[src/rtl/project_mux_ctrl.sv]
// Wishbone-controlled pad mux that connects one of NUM_PROJECTS user designs to the shared IO pads.
// A project switch isolates the pads for a drain period, then holds the incoming project in reset before connecting it.
module project_mux_ctrl #(
   parameter int          NUM_PROJECTS    = 8,
   parameter int          IO_PADS         = 38,
   parameter logic [31:0] BASE_ADDR       = 32'h3000_0000,
   parameter int          DEFAULT_PROJECT = 0,
   parameter int          SETTLE_CYCLES   = 4,
   parameter int          RST_CYCLES      = 8,
   parameter bit          HOLD_INACTIVE   = 1'b1
) (
   input  logic                            clk,
   input  logic                            reset,
   input  logic                            wbs_stb_i,
   input  logic                            wbs_cyc_i,
   input  logic                            wbs_we_i,
   input  logic [3:0]                      wbs_sel_i,
   input  logic [31:0]                     wbs_adr_i,
   input  logic [31:0]                     wbs_dat_i,
   output logic                            wbs_ack_o,
   output logic [31:0]                     wbs_dat_o,
   input  logic [IO_PADS-1:0]              io_in,
   output logic [IO_PADS-1:0]              io_out,
   output logic [IO_PADS-1:0]              io_oeb,
   input  logic [NUM_PROJECTS*IO_PADS-1:0] proj_io_out,
   input  logic [NUM_PROJECTS*IO_PADS-1:0] proj_io_oeb,
   output logic [NUM_PROJECTS*IO_PADS-1:0] proj_io_in,
   output logic [NUM_PROJECTS-1:0]         proj_rst,
   output logic [7:0]                      active_o,
   output logic [1:0]                      o_dbg_state
);

   localparam logic [1:0] ST_RUN      = 2'd0;
   localparam logic [1:0] ST_DRAIN    = 2'd1;
   localparam logic [1:0] ST_RST_HOLD = 2'd2;

   localparam int CNT_MAX = (SETTLE_CYCLES > RST_CYCLES) ? SETTLE_CYCLES : RST_CYCLES;
   localparam int CNT_W   = $clog2(CNT_MAX + 1);
   localparam int SR_W    = (NUM_PROJECTS < 32) ? NUM_PROJECTS : 32;

   localparam logic [CNT_W-1:0] SETTLE_LOAD = CNT_W'(SETTLE_CYCLES - 1);
   localparam logic [CNT_W-1:0] RST_LOAD    = CNT_W'(RST_CYCLES - 1);
   localparam logic [7:0]       DEFAULT_IDX = 8'(DEFAULT_PROJECT);
   localparam logic [8:0]       NP_LIMIT    = 9'(NUM_PROJECTS);

   logic [1:0]              r_state;
   logic [CNT_W-1:0]        r_cnt;
   logic [7:0]              r_current;
   logic [7:0]              r_pending;
   logic                    r_bringup;
   logic [NUM_PROJECTS-1:0] r_soft_rst;
   logic [15:0]             r_switch_cnt;
   logic                    r_err_inv;
   logic                    r_err_busy;
   logic                    r_ack;
   logic [31:0]             r_dat;

   logic        w_in_win;
   logic [31:0] w_rel;
   logic [1:0]  w_off;
   logic        w_req;
   logic        w_wr;
   logic        w_rd;
   logic        w_act_wr;
   logic [7:0]  w_new;
   logic [31:0] w_rdata;
   logic [31:0] w_soft_rd;
   logic        w_unused;

   // r_ack in the request term keeps ack from firing on back-to-back cycles
   assign w_in_win = (wbs_adr_i >= BASE_ADDR) && (wbs_adr_i <= (BASE_ADDR + 32'd15));
   assign w_rel    = wbs_adr_i - BASE_ADDR;
   assign w_off    = w_rel[3:2];
   assign w_req    = wbs_cyc_i & wbs_stb_i & w_in_win & ~r_ack;
   assign w_wr     = w_req & wbs_we_i;
   assign w_rd     = w_req & ~wbs_we_i;
   assign w_act_wr = w_wr && (w_off == 2'd0) && wbs_sel_i[0];
   assign w_new    = wbs_dat_i[7:0];
   assign w_unused = ^{wbs_dat_i, wbs_sel_i, w_rel};

   assign w_soft_rd = 32'(r_soft_rst[SR_W-1:0]);

   always_comb begin
      w_rdata = '0;
      case (w_off)
         2'd0: w_rdata = {24'h0, r_current};
         2'd1: w_rdata = {16'h0, r_current, 5'h0, r_err_busy, r_err_inv, (r_state != ST_RUN)};
         2'd2: w_rdata = w_soft_rd;
         2'd3: w_rdata = {16'h0, r_switch_cnt};
         default: w_rdata = '0;
      endcase
   end

   always_ff @(posedge clk) begin
      if (reset) begin
         r_state      <= ST_RST_HOLD;
         r_cnt        <= RST_LOAD;
         r_current    <= DEFAULT_IDX;
         r_pending    <= DEFAULT_IDX;
         r_bringup    <= 1'b1;
         r_soft_rst   <= '0;
         r_switch_cnt <= '0;
         r_err_inv    <= 1'b0;
         r_err_busy   <= 1'b0;
         r_ack        <= 1'b0;
         r_dat        <= '0;
      end else begin
         r_ack <= w_req;
         r_dat <= w_rd ? w_rdata : 32'h0;

         if (w_wr && (w_off == 2'd1)) begin
            r_err_inv  <= 1'b0;
            r_err_busy <= 1'b0;
         end

         if (w_wr && (w_off == 2'd2)) begin
            for (int i = 0; i < SR_W; i++) begin
               if (wbs_sel_i[i/8]) r_soft_rst[i] <= wbs_dat_i[i];
            end
         end

         if (w_act_wr && (r_state != ST_RUN)) r_err_busy <= 1'b1;

         case (r_state)
            ST_RUN: begin
               if (w_act_wr && (w_new != r_current)) begin
                  if ({1'b0, w_new} >= NP_LIMIT) begin
                     r_err_inv <= 1'b1;
                  end else begin
                     r_pending <= w_new;
                     r_cnt     <= SETTLE_LOAD;
                     r_state   <= ST_DRAIN;
                  end
               end
            end
            ST_DRAIN: begin
               if (r_cnt == '0) begin
                  r_current <= r_pending;
                  r_cnt     <= RST_LOAD;
                  r_state   <= ST_RST_HOLD;
               end else begin
                  r_cnt <= r_cnt - 1'b1;
               end
            end
            ST_RST_HOLD: begin
               // the post-reset bring-up pass leaves the switch counter alone
               if (r_cnt == '0) begin
                  r_state   <= ST_RUN;
                  r_bringup <= 1'b0;
                  if (!r_bringup && (r_switch_cnt != 16'hFFFF)) r_switch_cnt <= r_switch_cnt + 16'd1;
               end else begin
                  r_cnt <= r_cnt - 1'b1;
               end
            end
            default: begin
               r_state <= ST_RST_HOLD;
               r_cnt   <= RST_LOAD;
            end
         endcase
      end
   end

   always_comb begin
      io_out     = '0;
      io_oeb     = '1;
      proj_io_in = '0;
      for (int i = 0; i < NUM_PROJECTS; i++) begin
         if ((r_state == ST_RUN) && (r_current == 8'(i))) begin
            io_out                          = proj_io_out[i*IO_PADS +: IO_PADS];
            io_oeb                          = proj_io_oeb[i*IO_PADS +: IO_PADS];
            proj_io_in[i*IO_PADS +: IO_PADS] = io_in;
         end
      end
   end

   always_comb begin
      proj_rst = '0;
      for (int i = 0; i < NUM_PROJECTS; i++) begin
         proj_rst[i] = reset | r_soft_rst[i]
                     | ((r_state == ST_RST_HOLD) && (r_current == 8'(i)))
                     | (HOLD_INACTIVE && (r_current != 8'(i)));
      end
   end

   assign wbs_ack_o   = r_ack;
   assign wbs_dat_o   = r_dat;
   assign active_o    = r_current;
   assign o_dbg_state = r_state;

endmodule

[config.mk]
export PLATFORM = sky130hd
export DESIGN_NAME = project_mux_ctrl
export DESIGN_NICKNAME = d
export VERILOG_FILES = /design/src/rtl/project_mux_ctrl.sv
export SDC_FILE = /design/constraint.sdc
export NUM_CORES = 1
export LEC_CHECK = 0
export CAP_MARGIN = 20
export CORE_AREA = 2 2 446 448
export CTS_BUF_LIST = sky130_fd_sc_hd__clkbuf_16
export DETAILED_ROUTE_END_ITERATION = 8
export DIE_AREA = 0 0 448 450
export PLACE_DENSITY = 0.33
export SYNTH_ARGS = -nofsm -noshare
export SYNTH_HDL_FRONTEND = slang
export SYNTH_SLANG_ARGS = --single-unit
[constraint.sdc]
create_clock -name clk -period 2.3 [get_ports clk]
set_input_delay 0.46 -clock clk [delete_from_list [all_inputs] [get_ports clk]]
set_output_delay 0.46 -clock clk [all_outputs]
set_load 0.01 [all_outputs]
# After elaboration in Yosys (flattened, before gate mapping)
# Cells that the tools add are included.
[totals] input_bits=719 reg_bits=82 output_inout_bits=431 wordCells=157
[classes] n_addsub=3 muxes=41 reduce_logical=40 magnitude_cmp=3 bitwise_logic=33 n_eq_ne=26
[ops] op="$mux 38" count=24
[ops] op="$pmux 32 s4" count=1
[ops] op="$eq 8x3->1 const B" count=4
[ops] op="$ge 32x30->1 const B" count=1
[ops] op="$le 32x30->1 const B" count=1
[ops] op="$ne 8x3->1 const B" count=4
[ops] op="$logic_and 1x1->1" count=24
[ops] op="$or 1x1->1" count=24
[ops] op="$add 16x1->16 const B" count=1
[ops] op="$eq 8x2->1 const B" count=2
[ops] op="$mux 4" count=4
[ops] op="$ne 16x16->1 const B" count=1
[ops] op="$ne 8x2->1 const B" count=2
[ops] op="$pmux 4 s3" count=1
[ops] op="$ne 2x2->1 const B" count=5
[ops] op="$reduce_and 3->1" count=3
[ops] op="$eq 8x1->1 const B" count=1
[ops] op="$ge 8x4->1 const B" count=1
[ops] op="$logic_not 8->1" count=1
[ops] op="$mux 2" count=4
[ops] op="$ne 8x1->1 const B" count=1
[ops] op="$ne 8x8->1" count=1
[ops] op="$reduce_bool 8->1" count=1
[ops] op="$sub 4x1->4 const B" count=2
[ops] op="13 further kinds" count=32

# Logic depth before layout (Yosys ltp)
# Gate-level depths: netlist of run 1.
[logic_depth] depth_word=10 mapped_depth=9 ltp_nobuf=8

# Worst setup path before layout of run 1
# OpenSTA, ideal clock, no wires.
[synth_path] path_kind="reg2out" startpoint="register r_current[3], in the netlist active_o[3]" endpoint="output io_out[34]" stages_incl_launch_ff=9 path_slack_ns=-0.359 path_buffers=2 t_required_ns=1.840 arrival_ns=2.199 path_cell_list="dfxtp_1 > or4_1 > nor3_2 > nand2_1 > clkbuf_1 > clkbuf_1 > o22ai_1 > o221ai_1 > o21ai_0"
[synth_via] elab_chain_cells=10 elab_cells_between_ends=24
[synth_lines] element="start: declaration" line_no="48" source="logic [7:0] r_current;"
[synth_lines] element="start signal: assignment" line_no="138" source="r_current <= r_pending;"
[synth_lines] element="$logic_not 8->1" line_no="168" source="if ((r_state == ST_RUN) && (r_current == 8'(i))) begin"
[synth_lines] element="$logic_and 1x1->1" line_no="168"
[synth_lines] element="$mux 38 (7 in series)" line_no="168"
[synth_lines] element="$mux 38 *" line_no="168"
[synth_lines] element="end: declaration" line_no="23" source="output logic [IO_PADS-1:0] io_out,"
# Mark *: on every way between the ends. The rest lies on a longest branch, timed or not.

# Worst setup path in the final report of run 1
[layout_path] startpoint="register r_current[6], in the netlist active_o[6]" endpoint="output io_out[1]"
# The elaborated chain is that of the path after synthesis.

==> results.py, run 1 <==
metrics = {
    "die": {
        "ios": 1150,
        "core_mm2": 0.1966,
        "initial_utilization_pct": 5.047,
        "die_x_um": 448,
        "rows": 163,
        "die_y_um": 450,
        "dieArea_mm2": 0.2016,
    },
    "setup_path": {
        "worstPathRequired_ns": 1.84,
        "reg2reg_depth": 11,
        "worstPathMaxFanout": 14,
        "critPathCapture": "io_out[1]",
        "crit_type": "register to output port",
        "reg2reg_slack_ns": -0.20,
        "reg2reg_to": "r_cnt[1]$_SDFFE_PP1P_",
        "timing.rr.start": "active_o[0]$_SDFFE_PP0P_",
        "end_kind": "output port",
        "arrival_ns": 2.76,
        "critPathLaunchType": "register",
        "crit_start": "active_o[6]$_SDFFE_PP0P_",
    },
    "timing": {
        "hold_viol_final": 0,
        "fmax_mhz": 310.6,
        "timing.final.crit_share_pct": 140.0,
        "fin_crit_ns": 3.219,
        "rsz0062_at_grt": "true",
        "finalSetupTns_ns": -254.40,
        "slew_headroom_pct": 61.11,
        "finalClockSkew_ns": 0.01015,
        "drv_slew": 0,
        "setup_violations": 417,
        "worst_pin_slew_ns": 0.5772,
        "whs_ns": 0.4636,
        "setup_ws_ns": -0.9194,
    },
    "clocking": {
        "clkLatencyLatePin_ns": 0.34,
        "path_clk_slew_ns": 0.05,
        "cts_tree": "built",
        "cts_sinks": 66,
        "htreeDepth": 3,
        "clk_path_buf_depth": 2,
        "numCtsBuffers": 9,
        "root_buffer": "clkbuf_16",
    },
    "place": {
        "pre_cts_ws_ns": -1.147,
        "routabilityCongestion": 0.9045,
        "hpwl_mm": 133.2,
        "place_area_mm2": 0.02750,
        "port_buffers": 1104,
    },
    "global_route": {
        "antenna_found_initial": 106,
        "grt_max_degree": 51,
        "grt_use_total_pct": 15.06,
        "grt_pass1_vias": 18610,
        "grt_overflow": 0,
        "grt_first_pass_wirelength_mm": 198.1,
    },
    "final_layout": {
        "final_layout_size_suffix_gt1_share_pct": 50.12,
        "area_growth_pct": 238.9,
        "fin_area_mm2": 0.03363,
        "nets": 3695,
    },
    "logic_synthesis": {
        "synthDistinctLibCells": 57,
        "synth.top_cell.area_share_pct": 19.42,
        "async_flop_share_pct": 0,
        "netlist_top_cells_count": "308 x and2_1, 147 x mux2i_1, 145 x nor2_1",
        "yosysMostFrequentCell": "and2_1",
        "synth_flop_cell": "dfxtp_1",
        "synth_compound_area_share_pct": 22.40,
        "ys_ff_latch": 66,
        "synth.area.mux_share_pct": 19.82,
        "yosysWarningCount": 0,
        "synth-simple-area-share_pct": 34.31,
        "synth_area_mm2": 0.009922,
        "synth-edff-count": 0,
        "synthXorXnorAreaFrac_pct": 1.854,
        "seq_area_frac_synth_pct": 13.32,
        "netlist_instances": 1437,
        "synth_top_family_by_area": "simple AND/OR/NAND/NOR gates",
        "avgSynthCellArea_um2": 6.905,
        "synth_fa_ha_area_share_pct": 0.3783,
        "yosys-top-cells-area": "and2_1 19%, mux2i_1 15%, dfxtp_1 13%, o21ai_0 6.8%, o221ai_1 5.8%",
        "yosysTopAreaCell": "and2_1",
    },
    "detailed_routing": {
        "post_drt_wl_per_cell_um": 28.73,
        "avgViaCountPerCell": 3.172,
        "drc_errors": 0,
        "wirelength_mm": 162.1,
        "firstDrtPassIters": 6,
        "drtAntennaViolNets": 0,
        "num_vias": 17900,
        "drt_iter0_markers": 830,
    },
    "pwr": {
        "design_power_total_mw": 4.690,
        "ir_drop_mv": 0.3156,
        "total_leakage_power_nw": 13.04,
        "power_density_mw_per_mm2": 139.5,
    },
    "hold_path": {
        "hp-class": "register to register",
        "hold_path_startpoint": "r_pending[0]$_SDFFE_PP0P_",
    },
    "run_status": {
        "outcome": "finished with violations",
        "failed_checks": "negative setup slack",
    },
    "flow_run": {
        "cap_violations": 0,
    },
}
==> cell type report <==
cell class | count | area, um^2
clock buffer | 9 | 225.2
inverter | 45 | 168.9
sequential | 66 | 1336
fill | 22190 | 163000
tap | 2640 | 3303
clock inverter | 6 | 51.30
timing repair buffer | 1653 | 18040
antenna | 26 | 65.06
multi-input combinational | 1198 | 10440
==> cell usage in the layout, fill, tap and decap left out, types with 26 or more instances in the layout <==
| master | netlist | layout |
|---|---|---|
| nand2_1 | 89 | 38 |
| o221ai_4 | 0 | 27 |
| buf_6 | 0 | 366 |
| mux2_2 | 37 | 37 |
| dfxtp_1 | 66 | 60 |
| buf_8 | 0 | 31 |
| nor2_1 | 145 | 132 |
| o21ai_2 | 1 | 26 |
| buf_2 | 10 | 77 |
| o21ai_0 | 134 | 70 |
| inv_1 | 45 | 47 |
| and2_4 | 0 | 233 |
| a22oi_2 | 0 | 28 |
| buf_4 | 17 | 267 |
| diode_2 | 0 | 26 |
| buf_16 | 0 | 27 |
| nand2_4 | 0 | 30 |
| mux2i_1 | 147 | 147 |
| o21ai_1 | 2 | 31 |
| buf_12 | 0 | 142 |
| o221ai_2 | 0 | 29 |
| clkdlybuf4s50_1 | 0 | 715 |
| and2_1 | 308 | 75 |
==> logic make-up (layout without fill, tap and decap cells) <==
kind of cell | Yosys count | count (layout)
xor+xnor | 21 | 21
flops | 66 | 66
fa+ha+maj | 3 | 3
mux | 188 | 188
simple gates | 632 | 632
compound gates | 338 | 338
buf+inv | 188 | 1713
other cells | 1 | 42
==> stage by stage <==
step	utilization [%]	cells
6_report	17.10	5643
5_1_grt	17.09	5629
4_1_cts	16.15	5570
3_5_place_dp	13.99	5378
3_3_place_gp	13.99	5378
2_1_floorplan	-	1452
==> layer usage <==
layer  up-vias  track usage, %  share of wire [%]
li1       8177               -                  -
met1      8649           17.18                 38
met2       808           27.46                 51
met3       211           3.859                7.5
met5         -               0               0.21
met4        52           3.914                2.7
==> worst min-delay path by stage <==
stage / slack [ns] / endpoint / depth (start not counted)
after floorplan: 0.44 / r_pending[0]$_SDFFE_PP0P_ / 2
after global placement: 0.45 / r_bringup$_SDFFE_PP1P_ / 1
after detailed placement: 0.46 / r_pending[0]$_SDFFE_PP0P_ / 2
after CTS: 0.47 / r_pending[0]$_SDFFE_PP0P_ / 2
after global routing: 0.47 / r_pending[0]$_SDFFE_PP0P_ / 2
final: 0.46 / r_pending[0]$_SDFFE_PP0P_ / 2
==> state kept, by name, indices dropped and copies added, names as in the netlist, 2 cells and up <==
signal	count
r_soft_rst	8
r_switch_cnt	16
active_o	8
o_dbg_state	2
r_cnt	4
r_pending	8
wbs_dat_o	16
==> timing repair <==
| action | 4_1_cts | 5_1_grt |
|---|---|---|
| endpoints found under the hold margin | 0 | 0 |
| buffers inserted | 140 | 78 |
| setup endpoints to repair | 427 | 436 |
| gates resized for setup | 1846 | 668 |
| gates cloned | 41 | 8 |
| hold buffers | 0 | 0 |
| pin swaps | 153 | 176 |
==> worst max-delay path, stage by stage, from the launching register on <==
cell and delay (ns):
dfxtp_4 0.34, or4_4 0.58, nor3_4 0.19, buf_6 0.16, nand2_4 0.07, buf_12 0.15, buf_6 0.16, o22ai_4 0.12
o221ai_4 0.12, o21ai_4 0.23, buf_6 0.14, buf_12 0.11
==> report_power, final <==
part / leakage [nW] / switching, mW / internal [mW]
Clock: 0.145 / 0.501 / 0.817
Combinational: 12.4 / 0.845 / 1.38
Sequential: 0.536 / 0.00315 / 1.15
No activity file was read; power rests on OpenSTA's default activity.
==> run 2, diff against run 1 <==
GPL_TIMING_DRIVEN = 0   (was default)
SETUP_SLACK_MARGIN = 0.3   (was default)
==> run 2 against run 1 <==
Compared with the run above:
- the run still ends with negative setup slack left
- via count decreased by 0.51%
- sequential share of layout area increased by 0.091 points
- register-to-register slack improved by 0.27 ns
- core utilization decreased by 0.24 points
- first-iteration DRC count increased by 36%
- sequential power about the same
- clock skew increased by 0.0052 ns
- global-route usage increased by 0.47 points
- largest power group unchanged
==> results.py, run 2 (synthesized netlist as in run 1, its figures left out) <==
metrics = {
    "timing": {
        "hold_viol_final": 0,
        "finalClockSkew_ns": 0.01536,
        "slew_headroom_pct": 28.82,
        "fin_crit_ns": 3.476,
        "setup_ws_ns": -1.176,
        "rsz0062_at_grt": "true",
        "timing.final.crit_share_pct": 151.1,
        "fmax_mhz": 287.7,
        "drv_slew": 0,
        "setup_violations": 388,
        "whs_ns": 0.3980,
        "worst_pin_slew_ns": 1.064,
    },
    "final_layout": {
        "area_growth_pct": 234.1,
        "layout_commonest_cell": "clkdlybuf4s50_1",
        "fin_area_mm2": 0.03315,
        "final_cell_mix": "689 x clkdlybuf4s50_1, 331 x buf_6, 187 x and2_4, 139 x mux2i_1, 138 x buf_4",
        "final_layout_size_suffix_gt1_share_pct": 48.72,
        "nets": 3599,
        "fill_cells": 22260,
    },
    "die": {
        "die_x_um": 448,
        "core_mm2": 0.1966,
        "dieArea_mm2": 0.2016,
        "initial_utilization_pct": 5.047,
        "rows": 163,
        "ios": 1150,
        "die_y_um": 450,
    },
    "pwr": {
        "ir_drop_mv": 0.3269,
        "p_sw_mw": 1.287,
        "total_leakage_power_nw": 12.35,
        "power_density_mw_per_mm2": 138.6,
        "p_int_mw": 3.308,
        "pwr-share-clk_pct": 32.6,
        "pwr-share-seq_pct": 25.0,
        "netSwitchingFraction_pct": 28.01,
        "p_comb_share_pct": 42.4,
    },
    "clocking": {
        "clkLatencyLatePin_ns": 0.34,
        "cts_tree": "built",
        "root_buffer": "clkbuf_16",
        "clk_path_buf_depth": 2,
        "path_clk_slew_ns": 0.06,
        "htreeDepth": 3,
        "cts_sinks": 66,
        "numCtsBuffers": 9,
    },
    "detailed_routing": {
        "post_drt_wl_per_cell_um": 29.62,
        "num_vias": 17810,
        "firstDrtPassIters": 5,
        "wirelength_mm": 165.1,
        "drtAntennaViolNets": 0,
        "drc_errors": 0,
        "drt_iter0_markers": 1129,
        "avgViaCountPerCell": 3.196,
    },
    "setup_path": {
        "critPathLaunchType": "register",
        "crit_type": "register to output port",
        "arrival_ns": 3.02,
        "timing.rr.start": "active_o[7]$_SDFFE_PP0P_",
        "end_kind": "output port",
        "worstPathMaxFanout": 6,
        "worstPathRequired_ns": 1.84,
        "crit_start": "active_o[4]$_SDFFE_PP0P_",
    },
    "place": {
        "place_area_mm2": 0.02507,
        "hpwl_mm": 138.0,
        "routabilityCongestion": 0.9202,
        "port_buffers": 1104,
    },
    "global_route": {
        "grt_pass1_vias": 18090,
        "grt_first_pass_wirelength_mm": 202.1,
        "grt_overflow": 0,
        "grt_max_degree": 13,
        "grt_use_total_pct": 15.52,
        "antenna_found_initial": 80,
    },
    "run_status": {
        "outcome": "finished with violations",
        "failed_checks": "negative setup slack",
    },
    "hold_path": {
        "hp-class": "input pin to register",
        "hold_path_startpoint": "wbs_dat_i[6]",
    },
    "flow_run": {
        "cap_violations": 0,
    },
}
==> run 2: cell types whose count changed in the layout (fill, tap and decap cells not counted), sizes merged <==
cell | previous run | this run
dlygate4sd2 | 0 | 13
clkinvlp | 0 | 1
buf | 910 | 716
bufinv | 1 | 2
clkdlybuf4s50 | 715 | 689
inv | 47 | 45
clkdlybuf4s15 | 0 | 21
clkbuf | 32 | 127
diode | 26 | 50
clkinv | 3 | 4
dlymetal6s2s | 5 | 0
==> run 2: layout make-up <==
type,count,area [um^2],area share [%]
sequential,66,1348,4.065
tap,2640,3303,9.965
buffer,142,2163,6.526
clock buffer,9,225.2,0.6794
timing repair buffer,1415,14720,44.41
multi-input combinational,1198,11000,33.18
antenna,50,125.1,0.3774
inverter,45,168.9,0.5095
clock inverter,7,93.84,0.2831
==> run 2: metal layers <==
layer  global-route usage, %  vias to the layer above  routed length, um
met5                       0                        -                154
li1                        -                     8028                  -
met3                   3.746                      164              11500
met2                   28.03                      840              82980
met4                   2.278                       24               3033
met1                   18.73                     8750              67390
==> run 2: timing repair <==
item                                   4_1_cts  5_1_grt
endpoints found under the hold margin        0        0
hold buffers                                 0        0
gates cloned                                31        6
setup endpoints to repair                  459      444
setup buffers                              196       56
pin swaps                                  125       77
gates resized for setup                   2566      496
==> run 2: final timing paths <==
path | endpoint | slack (ns) | cells after the start
max | io_oeb[11] | -1.18 | 10
min | r_soft_rst[6]$_SDFFE_PP0P_ | 0.40 | 3
max reg2reg | r_cnt[1]$_SDFFE_PP1P_ | 0.07 | 9
min reg2reg | r_err_busy$_SDFFE_PP0P_ | 0.46 | 2
==> run 2: through the flow <==
stage	setup WS [ns]	total power, mW	utilization [%]	instances	TNS (ns)
CTS	-1.083	4.604	15.85	5461	-310.42
detailed placement	-3.632	2.948	12.75	5218	-785.18
global route	-1.182	4.766	16.81	5530	-331.83
floorplan	-0.1510	1.409	-	1452	-10.79
global placement	-3.868	2.946	12.61	5196	-828.83
finish	-1.176	4.595	16.86	5572	-293.67
==> run 2: worst max-delay path, cell delays in order, from the launching register on <==
cell and delay (ns):
dfxtp_4 0.36, or4_4 0.58, nor3_4 0.19, buf_4 0.15, buf_6 0.10, buf_6 0.09
nand3_4 0.17, a2bb2oi_1 0.20, o211ai_1 0.38, a31oi_1 0.20, buf_4 0.22
==> run 2: power by group through the flow <==
stage	Sequential (mW)	Clock, mW	Combinational [mW]
final	1.15	1.50	1.95
after global routing	1.15	1.58	2.04
after CTS	1.15	1.54	1.91
after detailed placement	1.18	0	1.77
after global placement	1.18	0	1.77
after floorplan	1.18	0	0.233
